==> src/rtl/rst_sequencer.sv <==
// PLL reset / lock qualification / staggered domain reset release sequencer.
// Optional macro LOCK_WATCHDOG_EN adds a WAIT_LOCK timeout that re-resets the PLL.
//   state     | meaning
//   PLL_RST   | pll_resetb held low for PLL_RST_CYCLES, all domains in reset
//   WAIT_LOCK | waiting for LOCK_STABLE consecutive cycles of synchronized lock
//   RELEASE   | domain resets drop one at a time, GAP cycles apart, bit 0 first
//   RUN       | all domains out of reset, ready high
module rst_sequencer #(
  parameter int N_DOMAINS      = 4,
  parameter int PLL_RST_CYCLES = 4,
  parameter int LOCK_STABLE    = 16,
  parameter int GAP            = 8,
  parameter int LOCK_TIMEOUT   = 4096
) (
  input  logic                 clk,
  input  logic                 rst,
  input  logic                 pll_lock,
  input  logic                 sw_req,
  output logic                 pll_resetb,
  output logic [N_DOMAINS-1:0] dom_rst,
  output logic                 ready,
  output logic [1:0]           state,
  output logic [3:0]           retry_cnt
);

  localparam int TW = $clog2(PLL_RST_CYCLES) + 1;
  localparam int SW = $clog2(LOCK_STABLE) + 1;
  localparam int GW = $clog2(GAP) + 1;

  if (N_DOMAINS < 1 || N_DOMAINS > 8 || PLL_RST_CYCLES < 1 || LOCK_STABLE < 1 ||
      GAP < 1 || LOCK_TIMEOUT < 1) begin : g_bad_param
    $error("rst_sequencer: parameter out of range");
  end

  typedef enum logic [1:0] {
    PLL_RST   = 2'd0,
    WAIT_LOCK = 2'd1,
    RELEASE   = 2'd2,
    RUN       = 2'd3
  } state_e;

  state_e                 state_q, state_d;
  logic                   sync1_q, lock_s_q;
  logic [TW-1:0]          rst_tmr_q, rst_tmr_d;
  logic [SW-1:0]          stable_q, stable_d;
  logic [GW-1:0]          gap_q, gap_d;
  logic                   pll_resetb_q, pll_resetb_d;
  logic [N_DOMAINS-1:0]   dom_rst_q, dom_rst_d;
  logic                   ready_q, ready_d;

`ifdef LOCK_WATCHDOG_EN
  localparam int WW = $clog2(LOCK_TIMEOUT) + 1;
  logic [WW-1:0] wd_q, wd_d;
  logic [3:0]    retry_q, retry_d;
`endif

  always_comb begin
    state_d      = state_q;
    rst_tmr_d    = rst_tmr_q;
    stable_d     = stable_q;
    gap_d        = gap_q;
    pll_resetb_d = pll_resetb_q;
    dom_rst_d    = dom_rst_q;
    ready_d      = ready_q;
`ifdef LOCK_WATCHDOG_EN
    wd_d    = (state_q == WAIT_LOCK) ? wd_q + 1'b1 : '0;
    retry_d = retry_q;
`endif
    case (state_q)
      PLL_RST: begin
        pll_resetb_d = 1'b0;
        dom_rst_d    = '1;
        ready_d      = 1'b0;
        if (rst_tmr_q == TW'(PLL_RST_CYCLES - 1)) begin
          state_d      = WAIT_LOCK;
          pll_resetb_d = 1'b1;
          rst_tmr_d    = '0;
          stable_d     = '0;
        end else begin
          rst_tmr_d = rst_tmr_q + 1'b1;
        end
      end
      WAIT_LOCK: begin
        if (!lock_s_q) begin
          stable_d = '0;
        end else if (stable_q == SW'(LOCK_STABLE - 1)) begin
          // Domains clear lowest-first, so a left shift drops exactly the next one.
          state_d   = RELEASE;
          gap_d     = '0;
          dom_rst_d = dom_rst_q << 1;
          if (dom_rst_d == '0) begin
            state_d = RUN;
            ready_d = 1'b1;
          end
        end else begin
          stable_d = stable_q + 1'b1;
        end
`ifdef LOCK_WATCHDOG_EN
        if (state_d == WAIT_LOCK && wd_q == WW'(LOCK_TIMEOUT - 1)) begin
          state_d      = PLL_RST;
          pll_resetb_d = 1'b0;
          rst_tmr_d    = '0;
          if (retry_q != 4'hF) retry_d = retry_q + 1'b1;
        end
`endif
      end
      RELEASE: begin
        if (gap_q == GW'(GAP - 1)) begin
          gap_d     = '0;
          dom_rst_d = dom_rst_q << 1;
          if (dom_rst_d == '0) begin
            state_d = RUN;
            ready_d = 1'b1;
          end
        end else begin
          gap_d = gap_q + 1'b1;
        end
      end
      RUN: ready_d = 1'b1;
    endcase

    // A software request outranks a simultaneous lock loss.
    if (state_q == RELEASE || state_q == RUN) begin
      if (sw_req) begin
        state_d      = PLL_RST;
        pll_resetb_d = 1'b0;
        dom_rst_d    = '1;
        ready_d      = 1'b0;
        rst_tmr_d    = '0;
      end else if (!lock_s_q) begin
        state_d   = WAIT_LOCK;
        dom_rst_d = '1;
        ready_d   = 1'b0;
        stable_d  = '0;
      end
    end
  end

  always_ff @(posedge clk) begin
    if (rst) begin
      state_q      <= PLL_RST;
      sync1_q      <= 1'b0;
      lock_s_q     <= 1'b0;
      rst_tmr_q    <= '0;
      stable_q     <= '0;
      gap_q        <= '0;
      pll_resetb_q <= 1'b0;
      dom_rst_q    <= '1;
      ready_q      <= 1'b0;
    end else begin
      state_q      <= state_d;
      sync1_q      <= pll_lock;
      lock_s_q     <= sync1_q;
      rst_tmr_q    <= rst_tmr_d;
      stable_q     <= stable_d;
      gap_q        <= gap_d;
      pll_resetb_q <= pll_resetb_d;
      dom_rst_q    <= dom_rst_d;
      ready_q      <= ready_d;
    end
  end

`ifdef LOCK_WATCHDOG_EN
  always_ff @(posedge clk) begin
    if (rst) begin
      wd_q    <= '0;
      retry_q <= '0;
    end else begin
      wd_q    <= wd_d;
      retry_q <= retry_d;
    end
  end
  assign retry_cnt = retry_q;
`else
  assign retry_cnt = 4'd0;
`endif

  assign state      = state_q;
  assign pll_resetb = pll_resetb_q;
  assign dom_rst    = dom_rst_q;
  assign ready      = ready_q;

endmodule

==> config.mk <==
export PLATFORM = sky130hd
export DESIGN_NAME = rst_sequencer
export DESIGN_NICKNAME = d
export VERILOG_FILES = /design/src/rtl/rst_sequencer.sv
export SDC_FILE = /design/constraint.sdc
export NUM_CORES = 1
export LEC_CHECK = 0
export BUFFER_PORTS_ARGS = -buffer_cell sky130_fd_sc_hd__buf_2
export CAP_MARGIN = 5
export CORE_ASPECT_RATIO = 1.25
export CORE_MARGIN = 1
export CORE_UTILIZATION = 40
export CTS_CLUSTER_SIZE = 10
export DETAILED_ROUTE_END_ITERATION = 7
export PLACE_DENSITY = 0.65
export SYNTH_ARGS = -nofsm -noshare
export SYNTH_HDL_FRONTEND = slang
export SYNTH_SLANG_ARGS = --single-unit
==> constraint.sdc <==
create_clock -name clk -period 1.5 [get_ports clk]
set_input_delay 0.15 -clock clk [delete_from_list [all_inputs] [get_ports clk]]
set_output_delay 0.15 -clock clk [all_outputs]
set_load 0.05 [all_outputs]
# == Yosys cells after proc, flatten, opt, wreduce, memory -nomap -nowiden ==
# Index checks and enable logic that the tools add are counted.
# classes
reduce_logical,5
muxes,44
n_addsub,3
eq_ne,8
# ops
operator,count
$mux W4,9
$mux W5,6
$mux W2,8
$mux W1,12
$mux W3,4
$pmux W4 S3,1
$pmux W5 S2,1
$pmux W4 S2,1
$pmux W2 S3,1
$add A5 B1 Y5 const B,1
$eq A5 B4 Y1 const B,1
$add A4 B1 Y4 const B,1
$eq A2 B2 Y1 const B,2
$eq A4 B3 Y1 const B,1
$logic_not A4 Y1,1
$ne A2 B2 Y1 const B,2
$pmux W1 S4,1
$add A3 B1 Y3 const B,1
$eq A3 B2 Y1 const B,1
$reduce_and A3 Y1,1
$eq A2 B1 Y1 const B,1
$logic_not A2 Y1,1
$reduce_bool A2 Y1,1
$logic_or A1 B1 Y1,1
# totals
inputBits,4
wordCells,69
output_inout_bits,12
reg_bits,22

# == Depth between registers and ports, before layout ==
# depth
depth_word,8
depth_mapped,6
mapped_depth_nobuf,5

# == Worst setup path after synthesis ==
# OpenSTA, ideal clock, no wires.
# synth_path
kind,reg-to-reg
startpoint,"register state_q[1], in the netlist state[1]"
endpoint,"register dom_rst_q[0], in the netlist dom_rst[0]"
synth_period_minus_slack_ps,1687
t_required_ps,1371
stages_incl_launch_ff,5
n_path_buf,0
slack_ps,-187
arrival_ps,1558
path_cell_list,dfxtp_1 inv_2 or3_4 a21oi_4 o221ai_2
# synth_via
elab_chain_len,5
word_cells_on_any_way,9
cone_classes,eq/ne: 3; mux: 4; reduce/logical: 2
# synth_rtl
element,line_no,text
from (decl),42,"state_e state_q, state_d;"
from (signal assigned),151,state_q <= state_d;
$eq A2 B2 Y1 (tied with other cells),"69, 123",
$pmux W4 S3,69,case (state_q)
$mux W4,130,end else if (!lock_s_q) begin
$mux W4,124,if (sw_req) begin
$mux W4 *,123,if (state_q == RELEASE || state_q == RUN) begin
to (signal assigned),158,dom_rst_q <= dom_rst_d;
to (decl),48,"logic [N_DOMAINS-1:0] dom_rst_q, dom_rst_d;"
# Every way passes the cells marked *; elsewhere a longest branch is shown, timed or not.
# A chain may end at the register's enable or synchronous reset.

# == Final worst setup path ==
# layout_path
startpoint,register stable_q[0]
endpoint,"register dom_rst_q[3], in the netlist dom_rst[3]"
# layout_via
elab_chain_len,7
# layout_rtl
element,line_no,text
from (decl),45,"logic [SW-1:0] stable_q, stable_d;"
from (signal assigned),155,stable_q <= stable_d;
$eq A5 B4 Y1 *,86,end else if (stable_q == SW'(LOCK_STABLE - 1)) begin
$mux W4 *,86,
$mux W4 *,84,if (!lock_s_q) begin
$pmux W4 S3 *,69,
$mux W4,130,
$mux W4,124,
$mux W4 *,123,
# Marks and branches as above.

==> impl_metrics.toml <==
[placement]
place_ws_ns = -0.0368
gp_congestion = 0.786
place_inst = 178
numPortBuffers = 11
hpwl_mm = 1.77

[critical_path]
path_delay_family = "simple AND/OR/NAND/NOR gates"
critical_path.slowest_cell = "dfxtp_2"
arrival_ns = 1.62
critPathBufInv = 0
worstPathRequired_ns = 1.71
path_class = "flip-flop to flip-flop"
cp_max_fo = 7
path_cells = "ha_2, and4b_2, a31o_2, nand2_1, nand3_1"
worst_setup_path_start_kind = "flip-flop"
slowest_delay_ns = 0.36
end_kind = "flip-flop"

[global_routing]
grt_pass1_vias = 895
gr-total-overflow = 0
antenna_found_initial = 0
grt_use_total = 0.178
grt_pass1_wl_mm = 4.00
grt_max_degree = 15

[cts]
cts.clk_slew.worst_paths_ns = 0.12
clock_latency_ns = 0.31
cts_tree = "built"
cts-root-buf = "clkbuf_4"
htreeDepth = 1
ctsHoldBuffers = 0
cts_buffer_depth = 2
cts_setup_buffers = 0
cts-buffers-inserted = 3
clock-sinks = 22

[timing]
fin_crit_ns = 1.42
finalClockSkew_ns = 0.00577
hold_violations = 0
max_freq_mhz = 706
setup-tns-final_ns = 0
setup_viol = 0
period_share = 0.944
rsz0062_at_grt = "false"
setup_ws_ns = 0.0845
drv_slew = 0

[finish]
final_cells = 182
drive_above_1_share = 0.221
multi_input_area_um2 = 619
nNetsFinal = 157
fill_cells = 253
area_growth_pct = 13.3
seq_area_um2 = 445
antennaDiodeCount = 0

[floorplanning]
die_w_um = 48.9
coreArea_um2 = 2530
initial_core_util = 0.435
dieArea_um2 = 2960
die_y_um = 60.6
pin_count = 16
num_rows = 20

[logic_synthesis]
synth_common_cells = "dfxtp_1 (22), nand2_1 (18), a21oi_1 (16), nor2_1 (12), o21ai_0 (9)"
ys_types = 35
yosysMostFrequentCell = "dfxtp_1"
synth.area.top_cells = "dfxtp_1 (40%), a21oi_1 (7.3%), nand2_1 (6.1%), o21ai_0 (4.1%), nor2_1 (4.1%)"
synth_edf_count = 0
ys_ff_latch = 22
netlist_instances = 136
synth_top_cell_by_area = "dfxtp_1"
synth_area_per_cell_um2 = 8.09
synth_area_um2 = 1100
seq_area_frac_synth = 0.400
async_flop_share = 0
yosysWarnings = 0
netlist.area_leader.share = 0.400
yosys_most_used_dff = "dfxtp_1"

[route]
wire_per_inst_um = 13.4
num_vias = 1009
dr.pass1.iters = 4
drt_iter0_markers = 30
antenna_left = 0
via_per_inst = 5.54
drt_wl_total_mm = 2.43
drc = 0

[pwr]
p_leak_uw = 0.000472
power_density_nw_per_um2 = 922
total_power_uw = 1150
irDropWorstVdd_v = 0.000724

[min_path]
hold_class = "input pin to flip-flop"

[flow_run]
max_cap_viol_count = 0

[outcome]
outcome = "finished, final reports clean"
-- report_power, final --
group	leakage (µW)	switching, µW	internal (µW)	total, µW
combinational	0.000271	122	62.1	184
clock	0.0000210	182	149	330
sequential	0.000180	25.6	609	635
total	0.000472	330	820	1150
-- registers in the layout, summed over array words and instances, names as in the netlist --
signal      cells
stable_q        5
rst_tmr_q       3
ready           1
sync1_q         1
gap_q           4
pll_resetb      1
state           2
dom_rst         4
lock_s_q        1
-- final timing paths --
| path | from | end | slack, ns | depth (start not counted) |
|---|---|---|---|---|
| worst max-delay path | stable_q[0] | dom_rst[3] | 0.08 | 5 |
| worst min-delay path | pll_lock | sync1_q | 0.04 | 2 |
| worst max register to register | stable_q[0] | dom_rst[3] | 0.08 | 5 |
| worst min register to register | rst_tmr_q[2] | rst_tmr_q[2] | 0.45 | 2 |
-- logic make-up (layout without fill, tap and decap cells) --
kind of cell,after synthesis,count (layout),synth area share
other,1,4,0.00341
buffers and inverters,14,24,0.0648
DFF,22,22,0.400
AOI/OAI and AO/OA,41,41,0.240
and+or+nand+nor,55,55,0.257
adders and majority gates,3,3,0.0341
-- per-layer routing --
metal  track usage  share of wire  routed length [µm]  vias to the layer above
met4         0.122          0.032                  78                        0
met5             0              0                   0                        -
met1         0.203           0.43                1050                      466
li1              -              -                   -                      507
met2         0.317           0.50                1210                       27
met3        0.0226          0.040                  98                        9
-- timing repair --
item                                   in CTS  in global routing
setup endpoints to repair                   4                  9
endpoints found under the hold margin       0                  0
pin swaps                                   0                  2
resized for setup                           2                  7
-- placed cells by master (no fill, tap or decap), drive strengths merged, types with 2 or more instances in the layout --
cell and instances:
dfxtp 22, o221ai 2, clkbuf 4, conb 4, nor2 12, inv 5
nand3b 2, and3b 2, a31oi 3, ha 3, o31ai 4, nand2 18
a21oi 17, nor3 3, nor2b 5, o21ai 10, nand3 6, buf 15
-- cell type report --
| type | instances | share of cell area |
|---|---|---|
| multi-input combinational | 103 | 0.497 |
| timing repair buffer | 15 | 0.0683 |
| clock buffer | 4 | 0.0291 |
| tap | 33 | 0.0331 |
| inverter | 5 | 0.0151 |
| sequential | 22 | 0.357 |
-- stage by stage --
step | hold WS, ns | instance area [µm²] | utilization
3_5_place_dp | 0.375 | 1190 | 0.470
6_report | 0.0425 | 1250 | 0.493
3_3_place_gp | 0.365 | 1190 | 0.470
2_1_floorplan | 0.278 | 1110 | -
5_1_grt | 0.0516 | 1250 | 0.493
4_1_cts | 0.0482 | 1230 | 0.486
No activity file was read; power rests on OpenSTA's default activity.
